<file path="src/rtl/boot_loader_if.sv">
// Bus bundle between the UART byte receiver, the loader and instruction memory.
// The master modport is the environment side (receiver + core status);
// the slave modport is the boot_loader itself.
interface boot_loader_if #(
   parameter int ADDR_W = 8
);
   // Byte handshake: the receiver raises packet_ready with uart_packet stable
   // and holds both until it has seen packet_ack high for one cycle; the byte
   // is taken on the clock edge that ends the ack cycle. packet_ack is a
   // single-cycle pulse and is never high on two consecutive cycles.
   logic              cpu_halted;
   logic              packet_ready;
   logic [7:0]        uart_packet;
   logic              packet_ack;
   logic              load_active;
   logic              mem_we;
   logic [ADDR_W-1:0] mem_addr;
   logic [15:0]       mem_wdata;
   logic              load_done;
   logic              load_error;
   logic [3:0]        dbg_state;

   modport master (
      output cpu_halted, packet_ready, uart_packet,
      input  packet_ack, load_active, mem_we, mem_addr, mem_wdata,
             load_done, load_error, dbg_state
   );

   modport slave (
      input  cpu_halted, packet_ready, uart_packet,
      output packet_ack, load_active, mem_we, mem_addr, mem_wdata,
             load_done, load_error, dbg_state
   );
endinterface

</file>
<file path="src/rtl/boot_loader.sv">
// UART boot loader: receives a framed program image byte by byte and writes
// it as 16-bit words into instruction memory while the core is halted.
// Frame: SYNC_BYTE, length hi, length lo, N x (data hi, data lo) [, checksum].
// Optional feature macro: LOADER_CHECKSUM_EN adds a trailing checksum byte;
// the 8-bit sum of every byte after the sync byte must come out as 8'h00.
module boot_loader #(
   parameter int          ADDR_W        = 8,
   parameter logic [7:0]  SYNC_BYTE     = 8'hA5,
   parameter int          TIMEOUT_TICKS = 1_000_000
) (
   input logic           clk,
   input logic           rst,
   boot_loader_if.slave  bus
);

   localparam logic [3:0] S_IDLE    = 4'd0;
   localparam logic [3:0] S_LEN_HI  = 4'd1;
   localparam logic [3:0] S_LEN_LO  = 4'd2;
   localparam logic [3:0] S_DATA_HI = 4'd3;
   localparam logic [3:0] S_DATA_LO = 4'd4;
   localparam logic [3:0] S_WRITE   = 4'd5;
   localparam logic [3:0] S_CHECK   = 4'd6;
   localparam logic [3:0] S_DONE    = 4'd7;
   localparam logic [3:0] S_ERROR   = 4'd8;

   localparam int          TMR_W     = (TIMEOUT_TICKS < 2) ? 1 : $clog2(TIMEOUT_TICKS + 1);
   // Largest legal word count: the whole memory, 2^ADDR_W words.
   localparam logic [32:0] MAX_WORDS = 33'd1 << ADDR_W;

   logic [3:0]        r_state;
   logic [3:0]        w_next;
   logic              r_ack;
   logic [7:0]        r_len_hi;
   logic [15:0]       r_count;
   logic [ADDR_W-1:0] r_mem_addr;
   logic [15:0]       r_mem_wdata;
   logic              r_done;
   logic              r_error;
   logic [TMR_W-1:0]  r_timer;

   logic              w_consume;
   logic [7:0]        w_byte;
   logic              w_active;
   logic              w_accepting;
   logic              w_timeout;
   logic              w_halt_lost;
   logic              w_abort;
   logic              w_start;
   logic [15:0]       w_len;

`ifdef LOADER_CHECKSUM_EN
   logic [7:0]        r_csum;
   logic [7:0]        w_csum_next;
   assign w_csum_next = r_csum + w_byte;
`endif

   // The byte on uart_packet is taken during the cycle packet_ack is high.
   assign w_consume   = r_ack;
   assign w_byte      = bus.uart_packet;
   assign w_active    = (r_state != S_IDLE) && (r_state != S_DONE) && (r_state != S_ERROR);
   assign w_timeout   = w_active && (r_timer >= TMR_W'(TIMEOUT_TICKS - 1));
   assign w_halt_lost = w_active && !bus.cpu_halted;
   // An abort overrides any byte consumed in the same cycle.
   assign w_abort     = w_timeout || w_halt_lost;
   assign w_start     = (r_state == S_IDLE) && w_consume && (w_byte == SYNC_BYTE) && bus.cpu_halted;
   assign w_len       = {r_len_hi, w_byte};

   // Only ack in states that take a byte, so nothing is lost during WRITE/CHECK/DONE/ERROR.
   always_comb begin
      w_accepting = 1'b0;
      case (r_state)
         S_IDLE, S_LEN_HI, S_LEN_LO, S_DATA_HI, S_DATA_LO: w_accepting = 1'b1;
`ifdef LOADER_CHECKSUM_EN
         S_CHECK: w_accepting = 1'b1;
`endif
         default: w_accepting = 1'b0;
      endcase
   end

   // Next-state decode for the frame parser.
   always_comb begin
      w_next = r_state;
      if (w_abort) begin
         w_next = S_ERROR;
      end else begin
         case (r_state)
            S_IDLE:    if (w_start) w_next = S_LEN_HI;
            S_LEN_HI:  if (w_consume) w_next = S_LEN_LO;
            S_LEN_LO: begin
               if (w_consume) begin
                  if (w_len == 16'd0)
                     w_next = S_CHECK;
                  else if ({17'd0, w_len} > MAX_WORDS)
                     w_next = S_ERROR;
                  else
                     w_next = S_DATA_HI;
               end
            end
            S_DATA_HI: if (w_consume) w_next = S_DATA_LO;
            S_DATA_LO: if (w_consume) w_next = S_WRITE;
            S_WRITE:   w_next = (r_count == 16'd1) ? S_CHECK : S_DATA_HI;
            S_CHECK: begin
`ifdef LOADER_CHECKSUM_EN
               if (w_consume) w_next = (w_csum_next == 8'h00) ? S_DONE : S_ERROR;
`else
               w_next = S_DONE;
`endif
            end
            S_DONE:    w_next = S_IDLE;
            S_ERROR:   w_next = S_IDLE;
            default:   w_next = S_IDLE;
         endcase
      end
   end

   // State register and the single-cycle ack pulse.
   always_ff @(posedge clk) begin
      if (rst) begin
         r_state <= S_IDLE;
         r_ack   <= 1'b0;
      end else begin
         r_state <= w_next;
         r_ack   <= bus.packet_ready && !r_ack && w_accepting;
      end
   end

   // Inter-byte timer: cleared by each consumed byte and whenever no frame is open.
   always_ff @(posedge clk) begin
      if (rst || !w_active || w_consume)
         r_timer <= '0;
      else
         r_timer <= r_timer + TMR_W'(1);
   end

   // Length, data word, address and remaining-count datapath.
   always_ff @(posedge clk) begin
      if (rst) begin
         r_len_hi    <= 8'd0;
         r_count     <= 16'd0;
         r_mem_addr  <= '0;
         r_mem_wdata <= 16'd0;
      end else if (!w_abort) begin
         case (r_state)
            S_IDLE:    if (w_start) r_mem_addr <= '0;
            S_LEN_HI:  if (w_consume) r_len_hi <= w_byte;
            S_LEN_LO:  if (w_consume) r_count <= w_len;
            S_DATA_HI: if (w_consume) r_mem_wdata[15:8] <= w_byte;
            S_DATA_LO: if (w_consume) r_mem_wdata[7:0] <= w_byte;
            S_WRITE: begin
               // Address wraps naturally after a full-memory image.
               r_mem_addr <= r_mem_addr + ADDR_W'(1);
               r_count    <= r_count - 16'd1;
            end
            default: ;
         endcase
      end
   end

   // Sticky result flags, cleared only when a new frame starts.
   always_ff @(posedge clk) begin
      if (rst) begin
         r_done  <= 1'b0;
         r_error <= 1'b0;
      end else if (w_start) begin
         r_done  <= 1'b0;
         r_error <= 1'b0;
      end else if (r_state == S_DONE) begin
         r_done  <= 1'b1;
      end else if (r_state == S_ERROR) begin
         r_error <= 1'b1;
      end
   end

`ifdef LOADER_CHECKSUM_EN
   // Running sum of every byte after the sync byte, checksum byte included.
   always_ff @(posedge clk) begin
      if (rst || w_start)
         r_csum <= 8'd0;
      else if (w_active && w_consume && !w_abort)
         r_csum <= w_csum_next;
   end
`endif

   assign bus.packet_ack  = r_ack;
   assign bus.load_active = w_active;
   assign bus.mem_we      = (r_state == S_WRITE);
   assign bus.mem_addr    = r_mem_addr;
   assign bus.mem_wdata   = r_mem_wdata;
   assign bus.load_done   = r_done;
   assign bus.load_error  = r_error;
   assign bus.dbg_state   = r_state;

endmodule

</file>
<file path="src/flat_wrapper.sv">
// flat-port wrapper written by rule: the top's interface ports become plain ports
module boot_loader_flat 
#(
   parameter int          ADDR_W        = 8,
   parameter logic [7:0]  SYNC_BYTE     = 8'hA5,
   parameter int          TIMEOUT_TICKS = 1_000_000
)
  (clk, rst, bus_cpu_halted, bus_packet_ready, bus_uart_packet, bus_packet_ack, bus_load_active, bus_mem_we, bus_mem_addr, bus_mem_wdata, bus_load_done, bus_load_error, bus_dbg_state);
  boot_loader_if #(.ADDR_W(ADDR_W)) bus_i ();
  input logic clk;
  input logic rst;
  input wire logic [$bits(bus_i.cpu_halted)-1:0] bus_cpu_halted;
  input wire logic [$bits(bus_i.packet_ready)-1:0] bus_packet_ready;
  input wire logic [$bits(bus_i.uart_packet)-1:0] bus_uart_packet;
  output wire logic [$bits(bus_i.packet_ack)-1:0] bus_packet_ack;
  output wire logic [$bits(bus_i.load_active)-1:0] bus_load_active;
  output wire logic [$bits(bus_i.mem_we)-1:0] bus_mem_we;
  output wire logic [$bits(bus_i.mem_addr)-1:0] bus_mem_addr;
  output wire logic [$bits(bus_i.mem_wdata)-1:0] bus_mem_wdata;
  output wire logic [$bits(bus_i.load_done)-1:0] bus_load_done;
  output wire logic [$bits(bus_i.load_error)-1:0] bus_load_error;
  output wire logic [$bits(bus_i.dbg_state)-1:0] bus_dbg_state;
  assign bus_i.cpu_halted = bus_cpu_halted;
  assign bus_i.packet_ready = bus_packet_ready;
  assign bus_i.uart_packet = bus_uart_packet;
  assign bus_packet_ack = bus_i.packet_ack;
  assign bus_load_active = bus_i.load_active;
  assign bus_mem_we = bus_i.mem_we;
  assign bus_mem_addr = bus_i.mem_addr;
  assign bus_mem_wdata = bus_i.mem_wdata;
  assign bus_load_done = bus_i.load_done;
  assign bus_load_error = bus_i.load_error;
  assign bus_dbg_state = bus_i.dbg_state;
  boot_loader #(.ADDR_W(ADDR_W), .SYNC_BYTE(SYNC_BYTE), .TIMEOUT_TICKS(TIMEOUT_TICKS)) u_core (.clk(clk), .rst(rst), .bus(bus_i));
endmodule
</file>
<file path="config.mk">
export PLATFORM = sky130hd
export DESIGN_NAME = boot_loader_flat
export DESIGN_NICKNAME = d
export VERILOG_FILES = /design/src/rtl/boot_loader_if.sv /design/src/rtl/boot_loader.sv /design/src/flat_wrapper.sv
export SDC_FILE = /design/constraint.sdc
export NUM_CORES = 1
export LEC_CHECK = 0
export CAP_MARGIN = 20
export CORE_MARGIN = 10
export CORE_UTILIZATION = 30
export DETAILED_ROUTE_END_ITERATION = 12
export MAX_ROUTING_LAYER = met4
export PLACE_DENSITY = 0.56
export SLEW_MARGIN = 20
export SYNTH_ARGS = -nofsm -noshare
export SYNTH_HDL_FRONTEND = slang
export SYNTH_SLANG_ARGS = --single-unit
export TNS_END_PERCENT = 10
</file>
<file path="constraint.sdc">
create_clock -name clk -period 2.4 [get_ports clk]
set_input_delay 0.72 -clock clk [delete_from_list [all_inputs] [get_ports clk]]
set_output_delay 0.72 -clock clk [all_outputs]
set_load 0.01 [all_outputs]
</file>
==> key figures, run 1 <==
Logic synthesis
  • Post-synth top area share: 0.404
  • Seq/Total Area, Yosys: 0.404
  • Netlist cell types: 58
  • Post-synth EDFFs: 0
  • YS warnings: 0
  • Cells after Synth: 449
  • Mean area per synthesized cell: 8.28 µm²
  • Post-Syn Area: 0.00372 mm²
  • Synth Area in XOR/XNOR: 0.0424
  • Yosys reg bits: 75
  • Syn Nets: 465
  • Post-synthesis compound-gate area fraction: 0.161
  • Largest family of logic cells by synthesized area: simple AND/OR/NAND/NOR gates
  • Synth area leaders: dfxtp_1 40%, nor2_1 7.6%, mux2i_1 7.0%, a21oi_1 4.8%, o21ai_0 3.4%
  • Asr flop ratio synth: 0
  • Simple logic cell fraction of the synthesized area: 0.269
  • Post-synthesis mux area share: 0.0700
  • Adder-Cell Fraction of Synth Area: 0.0161
  • Post-synth top flop: dfxtp_1
  • Synth area leader: dfxtp_1

Floorplanning
  • Initial Util: 0.308
  • Core Box Area: 0.0121 mm²
  • Die H: 131 µm
  • IO Count: 45
  • Rows: 40
  • DIE WIDTH: 131 µm
  • Die Area: 0.0173 mm²

Setup path
  • CP startpoint kind: input port
  • Crit path DAT: 2.62 ns
  • CP Data Required Time: 2.67 ns
  • Kind of critical path: input port to register
  • CP endpoint kind: register
  • Crit path max fanout: 6

Placed design
  • Area post-placement: 0.00459 mm²
  • Detailed-placement wirelength estimate: 7410 µm
  • Dpl ws: -0.560 ns
  • GPL Wtd Cong: 0.906
  • Port-buffer cells: 44

Power
  • Clock network fraction of total power: 0.487
  • Internal: 2.03 mW
  • Psw: 571 µW
  • Sw frac: 0.219
  • Leak Pwr: 1.90 nW
  • Logic pwr share: 0.034
  • Power consumption: 2.60 mW
  • VDD IR max: 0.000401 V
  • Sequential Power Share: 0.480
  • Power Density: 528 mW/mm²

STA
  • Final period util: 0.981
  • Worst setup margin: 0.0465 ns
  • Worst Tran Pin Value: 0.652 ns
  • Hold Fails Final Rpt: 0
  • Max Clk Rate: 425 MHz
  • Final Max Tran Viols: 0
  • Final Setup Violations: 0
  • Crit path time final: 2.35 ns
  • Worst Skew: 0.0102 ns
  • Rel. slew slack: 0.565

Clocking
  • Cell chosen for the clock root: clkbuf_16
  • Clk sinks: 75
  • TritonCTS clock tree: done
  • Clk Latency, worst-skew pair: 0.34 ns
  • CTS buffer count: 9
  • Clock Tree Buf Depth: 2
  • Clock transition at path regs: 0.06 ns
  • Cts hold-fix bufs: 0
  • H-tree depth: 3

GRT
  • Vias in the first global route: 3398
  • GRT Util Overall: 0.124
  • Antenna violations before repair: 0
  • GR Overflow Total: 0
  • Largest net degree at the start of global routing: 48
  • First-pass GRT wire length: 17300 µm

Run
  • MaxCap Viol Count: 0

Drt
  • Routed wire length: 10300 µm
  • Via density: 5.00
  • Drt pass-1 iters: 4
  • WL per Instance: 15.0 µm
  • Via count: 3453
  • Detail Route Antenna Nets: 0
  • 1st-iter DRT viols: 197
  • # DRC: 0

Final layout
  • Reg area: 0.00150 mm²
  • FILL cells: 1226
  • Area Growth Syn to Fin: 32.4%
  • Share of cells above drive strength 1: 0.148
  • Final Util: 0.408
  • Layout Nets: 534
  • ANT cells: 0
  • Multi-input logic area: 0.00211 mm²
  • Post-route design area: 0.00493 mm²

Hold path
  • Hold Path Class: register to register

Outcome
  • Status: finished clean
-- flip-flops by register name (all words and copies together) (netlist names) --
| signal | count |
|---|---|
| u_core.r_timer | 20 |
| u_core.bus.packet_ack | 1 |
| u_core.r_count | 16 |
| u_core.bus.load_error | 1 |
| u_core.bus.load_done | 1 |
| u_core.bus.dbg_state | 4 |
| u_core.r_len_hi | 8 |
| u_core.bus.mem_addr | 8 |
| u_core.bus.mem_wdata | 16 |
-- kinds of logic after synthesis --
logic type,Yosys count
compound gates,94
xor+xnor,18
fa+ha+maj,5
buf+inv,32
flops,75
mux,26
simple gates,199
-- through the flow --
step | TNS [ns] | instances | hold WS, ns
after floorplan | 0 | 449 | 0.413
after global placement | -6.95 | 672 | 0.424
after detailed placement | -7.40 | 672 | 0.449
after CTS | 0 | 690 | 0.461
after global routing | -0.0455 | 690 | 0.473
final | 0 | 690 | 0.451
-- repair_timing --
item,in CTS,in global routing
buffers inserted,3,0
pin swaps,7,2
gates resized for setup,11,7
setup endpoints to repair,11,8
-- power by group through the flow --
| stage | logic (mW) | clock network [mW] | registers (mW) |
|---|---|---|---|
| 2_1_floorplan | 0.0250 | 0 | 1.28 |
| 3_3_place_gp | 0.0879 | 0 | 1.28 |
| 3_5_place_dp | 0.0874 | 0 | 1.28 |
| 4_1_cts | 0.0863 | 1.30 | 1.25 |
| 5_1_grt | 0.0932 | 1.35 | 1.25 |
| 6_report | 0.0872 | 1.27 | 1.25 |
-- synthesized netlist by cell type, drive strengths merged (10+ instances only) --
cell / instances
nand3: 13
clkbuf: 15
nor3: 20
mux2i: 26
or3: 11
nand2: 22
xor2: 10
a21oi: 36
dfxtp: 75
o21ai: 26
or2: 11
inv: 10
nor2: 75
-- cells in the final DEF (no fill, tap or decap), types with 3 or more instances in the layout --
cell type and instances:
nor2_1 75, dfxtp_1 73, clkdlybuf4s50_1 38, a21oi_1 34
buf_4 29, mux2i_1 26, nand2_1 22, o21ai_0 22
nor3_1 18, nand3_1 13, or3_1 11, or2_2 10
xor2_1 10, inv_1 9, and3_1 9, clkbuf_16 9
xnor2_1 8, nor4_1 7, nand2b_1 6, nand4_1 6
dlygate4sd2_1 6, buf_12 6, a31oi_1 5, o31ai_1 4
a22oi_1 4, o21ai_1 4, ha_1 4, or4_1 3
nor2b_1 3, and2_1 3
-- critical path, cell delays in order --
cell and delay (ns):
dlygate4sd2_1 0.24, or4_4 0.58, nor3_4 0.18, a31o_4 0.19, o211ai_4 0.09, buf_6 0.15, or3_1 0.34, a21oi_1 0.13
-- final cells by class --
| cell class | instances | area share |
|---|---|---|
| clock buffers | 11 | 0.0513 |
| clock inverters | 4 | 0.00533 |
| inverters | 10 | 0.00762 |
| multi-input cells | 342 | 0.429 |
| flip-flops and latches | 75 | 0.305 |
| well taps | 168 | 0.0427 |
| repair buffers | 80 | 0.159 |
-- path summary, 6_finish.rpt --
| check | startpoint | endpoint | slack (ns) | depth (start not counted) |
|---|---|---|---|---|
| setup / recovery | bus_uart_packet[1] | u_core.bus.mem_addr[3]$_SDFFE_PP0P_ | 0.05 | 8 |
| hold / removal | u_core.r_timer[0]$_SDFF_PP0_ | u_core.r_timer[0]$_SDFF_PP0_ | 0.45 | 1 |
| setup reg to reg | u_core.r_timer[13]$_SDFF_PP0_ | u_core.r_count[1]$_SDFFE_PP0P_ | 0.21 | 8 |
| hold reg to reg | u_core.r_timer[0]$_SDFF_PP0_ | u_core.r_timer[0]$_SDFF_PP0_ | 0.45 | 1 |
-- per-layer routing --
layer	global-route usage	share of wire
met2	0.183	0.46
met3	0.0267	0.034
met1	0.157	0.49
met4	0.0587	0.025
met5	-	0
Note: power is estimated with default switching activity, not from simulation.
==> inputs of run 2 (changes only) <==
--- a/config.mk
+++ b/config.mk
@@ -7,10 +7,10 @@
 export LEC_CHECK = 0
 export CAP_MARGIN = 20
 export CORE_MARGIN = 10
-export CORE_UTILIZATION = 30
+export CORE_UTILIZATION = 50
 export DETAILED_ROUTE_END_ITERATION = 12
 export MAX_ROUTING_LAYER = met4
-export PLACE_DENSITY = 0.56
+export PLACE_DENSITY = 0.82
 export SLEW_MARGIN = 20
 export SYNTH_ARGS = -nofsm -noshare
 export SYNTH_HDL_FRONTEND = slang
==> key figures, run 2 (synthesis gave the netlist of run 1 again) <==
Outcome
  • Status: finished clean

Clocking
  • Cts hold-fix bufs: 0 (unchanged)
  • Clock Tree Buf Depth: 2 (unchanged)
  • Cell chosen for the clock root: clkbuf_8
  • CTS buffer count: 9 (unchanged)
  • TritonCTS clock tree: done
  • H-tree depth: 3 (unchanged)
  • Setup Buffers After CTS: 0 (-3)
  • Clk sinks: 75 (unchanged)
  • Clock transition at path regs: 0.08 ns (+0.02 ns)
  • Clk Latency, worst-skew pair: 0.35 ns (about the same)

Hold path
  • Hold Path Class: register to register

Setup path
  • CP endpoint kind: register
  • Kind of critical path: input port to register
  • Crit path max fanout: 5 (-1)
  • CP max-delay cell: clkdlybuf4s50_1
  • CP Data Required Time: 2.69 ns (+0.02 ns)
  • CP startpoint kind: input port
  • Critical Path Max Stage Delay: 0.54 ns (-0.04 ns)
  • Crit path DAT: 2.63 ns (about the same)
  • Setup slack, reg-to-reg: 0.20 ns (about the same)
  • Cells along the critical path: clkdlybuf4s50_1 > nand3_1 > nor3_4 > a31o_4 > o211ai_4 > buf_6 > or3_4 > a21oi_2

Final layout
  • Final Util: 0.651 (+0.242)
  • Layout Nets: 526 (-1.5%)
  • Most flops, register: u_core.r_timer
  • FILL cells: 593 (-52%)
  • Post-route design area: 0.00472 mm² (-4.2%)
  • Max reg flops: 20 (unchanged)
  • Share of cells above drive strength 1: 0.138 (-0.00965)
  • Leading cell type in the layout, fill and taps excluded: nor2_1
  • Most frequent cells in the layout: 75 x nor2_1, 73 x dfxtp_1, 38 x clkdlybuf4s50_1
  • Area Growth Syn to Fin: 26.9%
  • ANT cells: 0 (unchanged)

STA
  • Rel. slew slack: 0.599 (+0.0343)
  • Final Setup Violations: 0 (unchanged)
  • Worst Skew: 0.0100 ns (-0.000210 ns)
  • Final Max Tran Viols: 0 (unchanged)
  • Final period util: 0.976 (-0.00439)
  • Worst Tran Pin Value: 0.597 ns (-0.0544 ns)
  • Hold Fails Final Rpt: 0 (unchanged)
  • Crit path time final: 2.34 ns (-0.0105 ns)
  • Max Clk Rate: 427 MHz (+0.45%)
  • Worst setup margin: 0.0571 ns (+0.0105 ns)

Power
  • Power Density: 539 mW/mm² (+2.0%)
  • Leak Pwr: 1.84 nW (-3.0%)
  • VDD IR max: 0.000433 V (+7.9%)

Run
  • MaxCap Viol Count: 0 (unchanged)

Drt
  • Via count: 3555 (+3.0%)
  • Detail Route Antenna Nets: 0 (unchanged)
  • Routed wire length: 10100 µm (-2.1%)
  • # DRC: 0 (unchanged)
  • WL per Instance: 16.5 µm (+10%)
  • Via density: 5.79 (+16%)
  • Drt pass-1 iters: 5 (+1)
  • 1st-iter DRT viols: 341 (+73%)

GRT
  • Largest net degree at the start of global routing: 41 (-15%)
  • GRT Util Overall: 0.184 (+0.0601)
  • First-pass GRT wire length: 17000 µm (-1.7%)
  • GR Overflow Total: 0 (unchanged)
  • Vias in the first global route: 3524 (+3.7%)
  • Antenna violations before repair: 0 (unchanged)

Placed design
  • Dpl ws: -0.496 ns (+0.0640 ns)
  • GPL Wtd Cong: 0.925 (+2.1%)
  • Detailed-placement wirelength estimate: 7010 µm (-5.3%)
  • Port-buffer cells: 44 (unchanged)
  • Area post-placement: 0.00442 mm² (-3.7%)

Floorplanning
  • IO Count: 45 (unchanged)
  • Die H: 106 µm (-19%)
  • Rows: 31 (-23%)
  • DIE WIDTH: 106 µm (-19%)
  • Initial Util: 0.513 (+0.204)
  • Die Area: 0.0113 mm² (-35%)
  • Core Box Area: 0.00725 mm² (-40%)
==> run 2: layout make-up <==
cell class	instances	area, µm²	area share
multi-input cells	342	2130	0.451
flip-flops and latches	75	1500	0.319
repair buffers	72	682	0.144
clock buffers	9	124	0.0262
well taps	99	124	0.0262
clock inverters	7	123	0.0260
inverters	10	37.5	0.00795
==> run 2: through the flow <==
stage               setup TNS [ns]  power [mW]  hold WS, ns  instances
floorplan                        0        1.30        0.413        449
global placement             -6.72        1.36        0.420        597
detailed placement           -7.54        1.36        0.442        597
CTS                              0        2.55        0.463        614
global route              -0.00265        2.60        0.484        614
finish                           0        2.54        0.456        614
==> run 2: metal layers <==
metal	global-route usage	share of wire
met5	-	0
met4	0.0832	0.027
met3	0.0296	0.057
met2	0.287	0.47
met1	0.229	0.45
==> run 2: final timing paths <==
path | startpoint | endpoint | cells past startpoint
max | bus_uart_packet[5] | u_core.bus.mem_addr[4]$_SDFFE_PP0P_ | 8
min reg2reg | u_core.r_timer[0]$_SDFF_PP0_ | u_core.r_timer[0]$_SDFF_PP0_ | 1
min | u_core.r_timer[0]$_SDFF_PP0_ | u_core.r_timer[0]$_SDFF_PP0_ | 1
max reg2reg | u_core.r_timer[6]$_SDFF_PP0_ | u_core.r_len_hi[1]$_SDFFE_PP0P_ | 6
==> run 2: worst max-delay path, delay by kind of cell <==
family | cells | cell delay (ns)
compound gates | 3 | 0.38
buf+inv | 2 | 0.69
simple gates | 3 | 0.85
==> run 2: power breakdown <==
group          switching, mW  internal (mW)  total, mW
registers            0.00220           1.24       1.25
clock network          0.512          0.700       1.21
logic                 0.0498         0.0364     0.0862
==> run 2: timing repair <==
item                       CTS  global route
cloned                       1             0
pin swaps                    6             2
setup endpoints to repair   12             9
resized for setup           12             6
==> inputs of run 3 (changes only) <==
--- a/config.mk
+++ b/config.mk
@@ -11,6 +11,7 @@
 export DETAILED_ROUTE_END_ITERATION = 12
 export MAX_ROUTING_LAYER = met4
 export PLACE_DENSITY = 0.82
+export SKIP_CTS_REPAIR_TIMING = 1
 export SLEW_MARGIN = 20
 export SYNTH_ARGS = -nofsm -noshare
 export SYNTH_HDL_FRONTEND = slang
==> key figures, run 3 (synthesis gave the netlist of run 1 again) <==
Outcome
  • Status: finished clean

Final layout
  • Layout Nets: 527 (+0.19%)
  • Reg area: 0.00151 mm² (about the same)
  • Multi-input logic area: 0.00215 mm² (+0.88%)
  • ANT cells: 0 (unchanged)
  • Area Growth Syn to Fin: 28.3%
  • Max reg flops: 20 (unchanged)
  • Most flops, register: u_core.r_timer
  • Leading cell type in the layout, fill and taps excluded: nor2_1
  • Most frequent cells in the layout: 74 x nor2_1, 72 x dfxtp_1, 38 x clkdlybuf4s50_1
  • Share of cells above drive strength 1: 0.151 (+0.0133)
  • Final Util: 0.658 (+0.00724)
  • FILL cells: 589 (-0.67%)

Clocking
  • TritonCTS clock tree: done
  • CTS buffer count: 9 (unchanged)
  • Clock transition at path regs: 0.09 ns (about the same)
  • Cell chosen for the clock root: clkbuf_8
  • H-tree depth: 3 (unchanged)
  • Clk sinks: 75 (unchanged)
  • Clk Latency, worst-skew pair: 0.35 ns (about the same)
  • Clock Tree Buf Depth: 2 (unchanged)

Setup path
  • Crit path max fanout: 5 (unchanged)
  • CP startpoint kind: input port
  • Kind of critical path: input port to register
  • CP bufs+invs: 2 (unchanged)
  • Critical Path Max Stage Delay: 0.53 ns (about the same)
  • CP max-delay cell: clkdlybuf4s50_1
  • CP endpoint kind: register
  • CP Data Required Time: 2.69 ns (about the same)
  • Cell family with most CP delay: simple AND/OR/NAND/NOR gates
  • Crit path DAT: 2.69 ns (+0.06 ns)
  • Cells along the critical path: clkdlybuf4s50_1 > nand3_1 > nor3_4 > a31o_4 > o211ai_4 > buf_6 > or3_1 > a21oi_2

STA
  • Worst Tran Pin Value: 0.606 ns (+0.00917 ns)
  • Crit path time final: 2.39 ns (+0.0478 ns)
  • Hold Fails Final Rpt: 0 (unchanged)
  • Rel. slew slack: 0.595 (-0.00403)
  • Worst setup margin: 0.00922 ns (-0.0478 ns)
  • Worst Skew: 0.00967 ns (-0.000360 ns)
  • Final Max Tran Viols: 0 (unchanged)
  • Final Setup Violations: 0 (unchanged)
  • Final period util: 0.996 (+0.0199)
  • Max Clk Rate: 418 MHz (-2.0%)

Power
  • Logic pwr share: 0.034 (about the same)
  • Clock network fraction of total power: 0.477 (about the same)
  • Sw frac: 0.223 (+0.00153)
  • Psw: 570 µW (+0.97%)
  • VDD IR max: 0.000434 V (+0.27%)
  • Leak Pwr: 1.91 nW (+3.8%)
  • Sequential Power Share: 0.488 (-0.002)
  • Power consumption: 2.55 mW (+0.28%)
  • Power Density: 535 mW/mm² (-0.83%)
  • Internal: 1.98 mW (about the same)

Floorplanning
  • Rows: 31 (unchanged)
  • Core Box Area: 0.00725 mm² (unchanged)
  • Die Area: 0.0113 mm² (unchanged)
  • Initial Util: 0.513 (unchanged)
  • Die H: 106 µm (unchanged)
  • IO Count: 45 (unchanged)
  • DIE WIDTH: 106 µm (unchanged)

Drt
  • Via density: 5.88 (+1.6%)
  • Detail Route Antenna Nets: 0 (unchanged)
  • # DRC: 0 (unchanged)
  • Via count: 3616 (+1.7%)
  • Routed wire length: 10300 µm (+1.7%)
  • 1st-iter DRT viols: 337 (-1.2%)
  • WL per Instance: 16.7 µm (+1.5%)
  • Drt pass-1 iters: 5 (unchanged)

GRT
  • GR Overflow Total: 0 (unchanged)
  • Vias in the first global route: 3473 (-1.4%)
  • GRT Util Overall: 0.182 (-0.00196)
  • First-pass GRT wire length: 16800 µm (-1.2%)
  • Largest net degree at the start of global routing: 41 (unchanged)
  • Antenna violations before repair: 0 (unchanged)

Run
  • MaxCap Viol Count: 0 (unchanged)

Placed design
  • Port-buffer cells: 44 (unchanged)
  • Dpl ws: -0.496 ns (unchanged)
  • GPL Wtd Cong: 0.925 (unchanged)
  • Detailed-placement wirelength estimate: 7010 µm (unchanged)

Hold path
  • Hold Path Class: register to register
-- run 3: cell count changes in the layout (fill, tap and decap cells not counted), sizes merged --
cell          delta
dlymetal6s2s     +6
dlygate4sd2      -6
buf              +1
-- run 3: per-layer routing --
| layer | track usage | up-vias | wire [µm] |
|---|---|---|---|
| li1 | - | 1725 | - |
| met3 | 0.0260 | 27 | 622 |
| met5 | - | - | 0 |
| met2 | 0.284 | 150 | 4880 |
| met1 | 0.231 | 1714 | 4560 |
| met4 | 0.0754 | 0 | 238 |
-- run 3: cell type report --
cell class                 count  share of cell area
multi-input combinational    342               0.450
tap                           99              0.0260
sequential                    75               0.315
clock buffer                   9              0.0260
clock inverter                 7              0.0257
timing repair buffer          73               0.150
inverter                      10             0.00786
-- run 3: power groups by stage --
stage	Sequential, mW	Clock [mW]	Combinational [mW]
after detailed placement	1.28	0	0.0829
after floorplan	1.28	0	0.0250
final	1.25	1.22	0.0879
after global routing	1.25	1.27	0.0934
after CTS	1.25	1.22	0.0838
after global placement	1.28	0	0.0833
-- run 3: path summary, 6_finish.rpt --
check,startpoint,end,slack (ns),cells past startpoint
max,bus_uart_packet[2],u_core.bus.mem_addr[3]$_SDFFE_PP0P_,0.009,8
max reg2reg,u_core.r_timer[6]$_SDFF_PP0_,u_core.r_len_hi[1]$_SDFFE_PP0P_,0.19,6
min,u_core.r_timer[0]$_SDFF_PP0_,u_core.r_timer[0]$_SDFF_PP0_,0.46,1
min reg2reg,u_core.r_timer[0]$_SDFF_PP0_,u_core.r_timer[0]$_SDFF_PP0_,0.46,1
-- run 3: per-stage QoR --
| stage | area (µm²) | TNS (ns) | hold WS [ns] | cells |
|---|---|---|---|---|
| floorplan | 3720 | 0 | 0.413 | 449 |
| detailed placement | 4420 | -7.54 | 0.442 | 597 |
| global placement | 4420 | -6.72 | 0.420 | 597 |
| finish | 4770 | 0 | 0.458 | 615 |
| global route | 4770 | -0.0616 | 0.484 | 615 |
| CTS | 4670 | -1.27 | 0.463 | 613 |
-- run 3: worst register-to-register path, cell delays in order, from the launching register on --
cell and delay [ns]:
dfxtp_1 0.35, nor3_1 0.20, nand2_1 0.15, o311a_1 0.51
o211ai_2 0.57, mux2i_1 0.27, nor2_1 0.06
